`src/rtl/jogo_memoria_param_if.sv`:
```
// Signal bundle between the board top level and the memory-game engine.
interface jogo_memoria_param_if #(
  parameter int unsigned NBOTOES      = 4,
  parameter int unsigned PROFUNDIDADE = 16
);
  localparam int unsigned RW = $clog2(PROFUNDIDADE + 1);

  logic               tick;
  logic               pausa;
  logic               iniciar;
  logic               modo;
  logic [NBOTOES-1:0] botoes;
  logic [NBOTOES-1:0] leds;
  logic               pode_jogar;
  logic               pronto;
  logic               ganhou;
  logic               perdeu;
  logic               timeout;
  logic [RW-1:0]      rodada;
  logic [NBOTOES-1:0] db_esperado;
  logic [3:0]         db_estado;

  modport master (
    output tick, pausa, iniciar, modo, botoes,
    input  leds, pode_jogar, pronto, ganhou, perdeu, timeout, rodada, db_esperado, db_estado
  );

  modport slave (
    input  tick, pausa, iniciar, modo, botoes,
    output leds, pode_jogar, pronto, ganhou, perdeu, timeout, rodada, db_esperado, db_estado
  );
endinterface

```
`src/rtl/jogo_memoria_param.sv`:
```
// Sequence-memory game engine: builds a pseudo-random sequence over NBOTOES
// channels, replays it on the LEDs and checks the player's presses against it.
module jogo_memoria_param #(
  parameter int unsigned NBOTOES      = 4,
  parameter int unsigned PROFUNDIDADE = 16,
  parameter int unsigned TEMPO_LED    = 1000,
  parameter int unsigned TIMEOUT      = 5000,
  parameter logic [15:0] SEMENTE      = 16'hACE1
) (
  input logic                clock,
  input logic                reset,
  jogo_memoria_param_if.slave bus
);

  localparam int unsigned W  = $clog2(NBOTOES);
  localparam int unsigned RW = $clog2(PROFUNDIDADE + 1);
  localparam int unsigned IW = (PROFUNDIDADE > 1) ? $clog2(PROFUNDIDADE) : 1;

  typedef enum logic [3:0] {
    StInicial    = 4'd0,
    StPrepara    = 4'd1,
    StMostra     = 4'd2,
    StApaga      = 4'd3,
    StEspera     = 4'd4,
    StCompara    = 4'd5,
    StProxRodada = 4'd6,
    StGanhou     = 4'd7,
    StPerdeu     = 4'd8
  } estado_e;

  estado_e            estado_q;
  logic [W-1:0]       seq_q [PROFUNDIDADE];
  logic [4:0]         idx_q;
  logic [RW-1:0]      rodada_q;
  logic [15:0]        timer_q;
  logic [15:0]        lfsr_q;
  logic               modo_q;
  logic               timeout_q;
  logic [NBOTOES-1:0] jogada_q;
  logic [NBOTOES-1:0] botoes_ant_q;

  logic [W-1:0]       elemento;
  logic [NBOTOES-1:0] esperado_oh;
  logic [15:0]        lfsr_prox;
  logic               evento;
  logic               fim_led;
  logic               fim_espera;
  logic               fim_seq;

  assign elemento    = seq_q[idx_q[IW-1:0]];
  assign esperado_oh = NBOTOES'(1) << elemento;
  // Fibonacci LFSR, taps 16/14/13/11, shifting toward bit 0.
  assign lfsr_prox   = {lfsr_q[0] ^ lfsr_q[2] ^ lfsr_q[3] ^ lfsr_q[5], lfsr_q[15:1]};
  // Press = rising from an all-released bus; a held button never re-triggers.
  assign evento      = (bus.botoes != '0) && (botoes_ant_q == '0);
  assign fim_led     = bus.tick && (timer_q == 16'(TEMPO_LED - 1));
  assign fim_espera  = bus.tick && (timer_q == 16'(TIMEOUT - 1));
  // idx is the last element of the current round.
  assign fim_seq     = ({1'b0, idx_q} + 6'd1) == 6'(rodada_q);

  // Engine FSM and datapath; pause freezes everything except the press-history register.
  always_ff @(posedge clock or posedge reset) begin
    if (reset) begin
      estado_q     <= StInicial;
      seq_q        <= '{default: '0};
      idx_q        <= '0;
      rodada_q     <= '0;
      timer_q      <= '0;
      lfsr_q       <= SEMENTE;
      modo_q       <= 1'b0;
      timeout_q    <= 1'b0;
      jogada_q     <= '0;
      botoes_ant_q <= '0;
    end else begin
      botoes_ant_q <= bus.botoes;
      if (!bus.pausa) begin
        case (estado_q)
          StInicial: begin
            lfsr_q <= lfsr_prox;
            if (bus.iniciar) begin
              modo_q   <= bus.modo;
              estado_q <= StPrepara;
            end
          end
          StPrepara: begin
            rodada_q <= RW'(1);
            seq_q[0] <= lfsr_q[W-1:0];
            idx_q    <= '0;
            timer_q  <= '0;
            estado_q <= StMostra;
          end
          StMostra: begin
            if (fim_led) begin
              timer_q  <= '0;
              estado_q <= StApaga;
            end else if (bus.tick) begin
              timer_q <= timer_q + 16'd1;
            end
          end
          StApaga: begin
            if (fim_led) begin
              timer_q <= '0;
              if (fim_seq) begin
                idx_q    <= '0;
                estado_q <= StEspera;
              end else begin
                idx_q    <= idx_q + 5'd1;
                estado_q <= StMostra;
              end
            end else if (bus.tick) begin
              timer_q <= timer_q + 16'd1;
            end
          end
          StEspera: begin
            // A press in the same cycle as the timeout takes priority.
            if (evento) begin
              jogada_q <= bus.botoes;
              timer_q  <= '0;
              estado_q <= StCompara;
            end else if (fim_espera) begin
              timer_q   <= '0;
              timeout_q <= 1'b1;
              estado_q  <= StPerdeu;
            end else if (bus.tick) begin
              timer_q <= timer_q + 16'd1;
            end
          end
          StCompara: begin
            // Full-vector compare also rejects multi-bit presses.
            if (jogada_q != esperado_oh) begin
              estado_q <= StPerdeu;
            end else if (fim_seq) begin
              estado_q <= StProxRodada;
            end else begin
              idx_q    <= idx_q + 5'd1;
              estado_q <= StEspera;
            end
          end
          StProxRodada: begin
            if (rodada_q == RW'(PROFUNDIDADE)) begin
              estado_q <= StGanhou;
            end else begin
              seq_q[rodada_q[IW-1:0]] <= lfsr_q[W-1:0];
              rodada_q                <= rodada_q + RW'(1);
              // In modo 1 only the newest element (index = old rodada) is replayed.
              idx_q                   <= modo_q ? 5'(rodada_q) : 5'd0;
              timer_q                 <= '0;
              estado_q                <= StMostra;
            end
          end
          StGanhou, StPerdeu: begin
            lfsr_q <= lfsr_prox;
            if (bus.iniciar) begin
              modo_q    <= bus.modo;
              timeout_q <= 1'b0;
              estado_q  <= StPrepara;
            end
          end
          default: estado_q <= StInicial;
        endcase
      end
    end
  end

  // Moore outputs decoded from the state registers only.
  always_comb begin
    bus.leds        = (estado_q == StMostra) ? esperado_oh : '0;
    bus.pode_jogar  = (estado_q == StEspera);
    bus.pronto      = (estado_q == StGanhou) || (estado_q == StPerdeu);
    bus.ganhou      = (estado_q == StGanhou);
    bus.perdeu      = (estado_q == StPerdeu);
    bus.timeout     = (estado_q == StPerdeu) && timeout_q;
    bus.rodada      = rodada_q;
    bus.db_esperado = (estado_q == StEspera) ? esperado_oh : '0;
    bus.db_estado   = estado_q;
  end

endmodule

```
`src/flat_wrapper.sv`:
```
// flat-port wrapper written by rule: the top's interface ports become plain ports
module jogo_memoria_param_flat 
#(
  parameter int unsigned NBOTOES      = 4,
  parameter int unsigned PROFUNDIDADE = 16,
  parameter int unsigned TEMPO_LED    = 1000,
  parameter int unsigned TIMEOUT      = 5000,
  parameter logic [15:0] SEMENTE      = 16'hACE1
)
  (clock, reset, bus_tick, bus_pausa, bus_iniciar, bus_modo, bus_botoes, bus_leds, bus_pode_jogar, bus_pronto, bus_ganhou, bus_perdeu, bus_timeout, bus_rodada, bus_db_esperado, bus_db_estado);
  jogo_memoria_param_if #(.NBOTOES(NBOTOES), .PROFUNDIDADE(PROFUNDIDADE)) bus_i ();
  input logic clock;
  input logic reset;
  input wire logic [$bits(bus_i.tick)-1:0] bus_tick;
  input wire logic [$bits(bus_i.pausa)-1:0] bus_pausa;
  input wire logic [$bits(bus_i.iniciar)-1:0] bus_iniciar;
  input wire logic [$bits(bus_i.modo)-1:0] bus_modo;
  input wire logic [$bits(bus_i.botoes)-1:0] bus_botoes;
  output wire logic [$bits(bus_i.leds)-1:0] bus_leds;
  output wire logic [$bits(bus_i.pode_jogar)-1:0] bus_pode_jogar;
  output wire logic [$bits(bus_i.pronto)-1:0] bus_pronto;
  output wire logic [$bits(bus_i.ganhou)-1:0] bus_ganhou;
  output wire logic [$bits(bus_i.perdeu)-1:0] bus_perdeu;
  output wire logic [$bits(bus_i.timeout)-1:0] bus_timeout;
  output wire logic [$bits(bus_i.rodada)-1:0] bus_rodada;
  output wire logic [$bits(bus_i.db_esperado)-1:0] bus_db_esperado;
  output wire logic [$bits(bus_i.db_estado)-1:0] bus_db_estado;
  assign bus_i.tick = bus_tick;
  assign bus_i.pausa = bus_pausa;
  assign bus_i.iniciar = bus_iniciar;
  assign bus_i.modo = bus_modo;
  assign bus_i.botoes = bus_botoes;
  assign bus_leds = bus_i.leds;
  assign bus_pode_jogar = bus_i.pode_jogar;
  assign bus_pronto = bus_i.pronto;
  assign bus_ganhou = bus_i.ganhou;
  assign bus_perdeu = bus_i.perdeu;
  assign bus_timeout = bus_i.timeout;
  assign bus_rodada = bus_i.rodada;
  assign bus_db_esperado = bus_i.db_esperado;
  assign bus_db_estado = bus_i.db_estado;
  jogo_memoria_param #(.NBOTOES(NBOTOES), .PROFUNDIDADE(PROFUNDIDADE), .TEMPO_LED(TEMPO_LED), .TIMEOUT(TIMEOUT), .SEMENTE(SEMENTE)) u_core (.clock(clock), .reset(reset), .bus(bus_i));
endmodule
```
`config.mk`:
```
export PLATFORM = sky130hd
export DESIGN_NAME = jogo_memoria_param_flat
export DESIGN_NICKNAME = d
export VERILOG_FILES = /design/src/rtl/jogo_memoria_param_if.sv /design/src/rtl/jogo_memoria_param.sv /design/src/flat_wrapper.sv
export SDC_FILE = /design/constraint.sdc
export NUM_CORES = 1
export LEC_CHECK = 0
export CELL_PAD_IN_SITES_DETAIL_PLACEMENT = 1
export CELL_PAD_IN_SITES_GLOBAL_PLACEMENT = 1
export CORE_ASPECT_RATIO = 1.2
export CORE_MARGIN = 2
export CORE_UTILIZATION = 47
export DETAILED_ROUTE_END_ITERATION = 16
export PLACE_DENSITY_LB_ADDON = 0.1
export SYNTH_ARGS = -nofsm -noshare
export SYNTH_HDL_FRONTEND = slang
export SYNTH_SLANG_ARGS = --single-unit
```
`constraint.sdc`:
```
create_clock -name clock -period 4.05 [get_ports clock]
set_input_delay 0.81 -clock clock [delete_from_list [all_inputs] [get_ports clock]]
set_output_delay 0.81 -clock clock [all_outputs]
set_load 0.05 [all_outputs]
```
==> flow_summary.json <==
{
  "crit_family": "multiplexers",
  "pwr-share-comb_pct": 33.5,
  "power_frac_seq_pct": 37.9,
  "syn_area_um2": 4768,
  "yosys_warnings": 0,
  "yosysUniqueCellTypes": 61,
  "worst-path-buf-inv": 1,
  "max_slew.worst_pin.slew_ns": 0.9498,
  "port_buffers": 31,
  "p_leak_nw": 2.375,
  "wl_per_cell_um": 19.46,
  "worstPathArrival_ns": 3.07,
  "cts_setup_buffers": 0,
  "drt_wl_total_um": 12060,
  "rows": 40,
  "wl_met3_um": 297,
  "fmax_mhz": 257.7,
  "vias": 3675,
  "antenna_found_initial": 0,
  "die-width_um": 95.95,
  "drive_gt1_share_pct": 21.86,
  "area_growth_pct": 16.06,
  "cap_viol_max_count": 0,
  "ys_seq_area_share_pct": 46.39,
  "fin_worst_skew_ns": 0.007439,
  "yosys.cell_count.top_type": "dfrtp_1",
  "cts_tree": "yes",
  "max_stage_delay_ns": 0.82,
  "cp_cell_sequence": "mux4_2, mux2i_1, mux2_2, nand3_1, nor2_1, clkdlybuf4s50_1",
  "yosys.area.top_type_share_pct": 41.98,
  "synth_nets": 474,
  "synth-async-reset-ratio_pct": 100.0,
  "start_util_pct": 47.88,
  "p_int_mw": 2.001,
  "grt_overflow": 0,
  "grt_max_degree": 57,
  "path_depth": 6,
  "nets": 505,
  "p_total_mw": 3.179,
  "ctsLongestPathBuffers": 2,
  "dr.pass1.iters": 4,
  "cts_sinks": 88,
  "ios": 32,
  "hold_viol_final": 0,
  "synthCells": 458,
  "critPathMaxFanout": 14,
  "core_area_um2": 9960,
  "h-tree-depth": 3,
  "wl_met2_um": 6111,
  "start_kind": "flip-flop",
  "ir_drop_v": 0.0002784,
  "numCtsBuffers": 9,
  "switching_share_pct": 37.06,
  "highest_layer": "met4",
  "fill_cells": 1084,
  "diodes": 0,
  "clkPwrFrac_pct": 28.6,
  "ant_nets": 0,
  "fin_crit_ns": 3.881,
  "grt_usage_pct": 23.38,
  "r2r_cells": 10,
  "grt_pass1_wl_um": 19770,
  "gp_congestion": 0.7798,
  "critPathRequiredTime_ns": 3.24,
  "holdPathStages": 1,
  "clk_latency_ns": 0.34,
  "synth_top_cell_by_area": "dfrtp_1",
  "die_area_um2": 10970,
  "crit_path_end_kind": "output pin",
  "slew_headroom_pct": 36.68,
  "root_buffer": "clkbuf_16",
  "slew_violations": 0,
  "tns_ns": 0,
  "clk_pin_slew_ns": 0.07,
  "rsz0062_at_grt": "false",
  "avgSynthCellArea_um2": 10.41,
  "detail_route.wirelength.met1_um": 5444,
  "timing.final.crit_share_pct": 95.82,
  "hold_path.class": "flip-flop to flip-flop",
  "synth_ff_type": "dfrtp_1",
  "synth_edf_count": 0,
  "power_density_nw_per_um2": 574.5,
  "outcome": "complete, no violations",
  "worst_path_max_delay_cell": "clkdlybuf4s50_1",
  "critPathKind": "flip-flop to output pin",
  "p_sw_mw": 1.178,
  "via_per_inst": 5.927,
  "drc": 0,
  "synth-seq-cells": 88,
  "hpwlAfterDp_um": 8524,
  "synth_area_leaders": "dfrtp_1, mux2_2, dfstp_2, o21ai_0, nand2_1",
  "first_iter_violations": 181,
  "die_y_um": 114.3,
  "setup_viol": 0,
  "cts_hold_buf": 0,
  "grt_pass1_vias": 3880,
  "synth_common_cells": "dfrtp_1, mux2_2, nand2_1"
}
-- registers in the layout (all words and copies together), names as in the netlist --
register              cells
u_core.idx_q              5
u_core.bus.db_estado      4
u_core.botoes_ant_q       4
u_core.jogada_q           4
u_core.timer_q           16
u_core.lfsr_q            16
u_core.timeout_q          1
u_core.bus.rodada         5
u_core.seq_q             32
u_core.modo_q             1
-- kinds of logic (layout without fill, tap and decap cells) --
family | Yosys count | in the layout | synth area share [%]
AOI/OAI and AO/OA | 81 | 81 | 11.13
adders and majority gates | 6 | 6 | 1.574
muxes | 72 | 72 | 17.87
buffers and inverters | 26 | 62 | 2.362
DFF | 88 | 88 | 46.39
and+or+nand+nor | 173 | 173 | 18.47
xor gates and xnor gates | 12 | 12 | 2.204
-- final cells by class --
type,instances,area (µm²),area share (%)
multi-input combinational,344,2444,44.16
timing repair buffer,38,365.4,6.602
clock buffer,10,229.0,4.137
sequential,88,2215,40.02
inverter,8,31.28,0.5652
tap,126,157.7,2.849
clock inverter,6,92.59,1.673
-- power by group through the flow --
stage                     Combinational (mW)  Clock (mW)  Sequential (mW)
final                                   1.07       0.909             1.20
after global routing                    1.16       0.960             1.23
after CTS                               1.08       0.924             1.20
after detailed placement                1.06           0             1.22
after global placement                  1.03           0             1.21
after floorplan                        0.728           0             1.22
-- per-layer routing --
layer,GRT usage (%),up-vias
li1,-,1713
met1,30.48,1896
met2,39.77,49
met3,3.621,17
met4,7.238,0
met5,0,-
-- final timing paths --
path                       slack [ns]                            end                                 from
max                              0.17             bus_db_esperado[0]          u_core.idx_q[0]$_DFFE_PP0P_
min                              0.51      u_core.modo_q$_DFFE_PP0P_            u_core.modo_q$_DFFE_PP0P_
max reg2reg                      0.87  u_core.timer_q[0]$_DFFE_PP0P_  u_core.bus.db_estado[2]$_DFFE_PP0P_
min reg2reg                      0.51      u_core.modo_q$_DFFE_PP0P_            u_core.modo_q$_DFFE_PP0P_
max in group asynchronous        2.31  u_core.timer_q[6]$_DFFE_PP0P_                                reset
min in group asynchronous        0.97   u_core.lfsr_q[9]$_DFFE_PP0P_                                reset
-- layout by cell type, fill, tap and decap left out, types with 4 or more instances in the layout --
cell type and instances:
mux2i_1 12, buf_4 7, xor2_1 6, ha_1 6, mux2_2 53, clkdlybuf4s50_1 30
or2_2 5, dfrtp_1 78, xnor2_1 6, nand2_1 44, and2_1 5, nand3_1 20
a21oi_1 10, clkbuf_16 9, a31oi_1 5, o21ai_0 37, a22oi_1 4, nor3_1 11
nor2b_1 11, inv_1 7, mux4_2 4, nor2_1 37, dfstp_2 8, nand3b_1 4
and3_1 10
-- stage by stage --
step                util, %  cells  instance area, µm²  hold slack, ns  worst slack (ns)
floorplan                 -    458                4768          0.4638            0.9317
global placement      52.29    604                5207          0.4793            0.4535
detailed placement    52.29    604                5207          0.4893            0.3631
CTS                   55.53    620                5530          0.5078           0.02861
global route          55.57    620                5534          0.5247          0.006429
finish                55.57    620                5534          0.5056            0.1694
-- what timing repair did --
item / 4_1_cts / 5_1_grt
gates cloned: 0 / 0
endpoints found under the setup margin: 2 / 5
gates resized for setup: 1 / 2
Note: power is estimated with default switching activity, not from simulation.
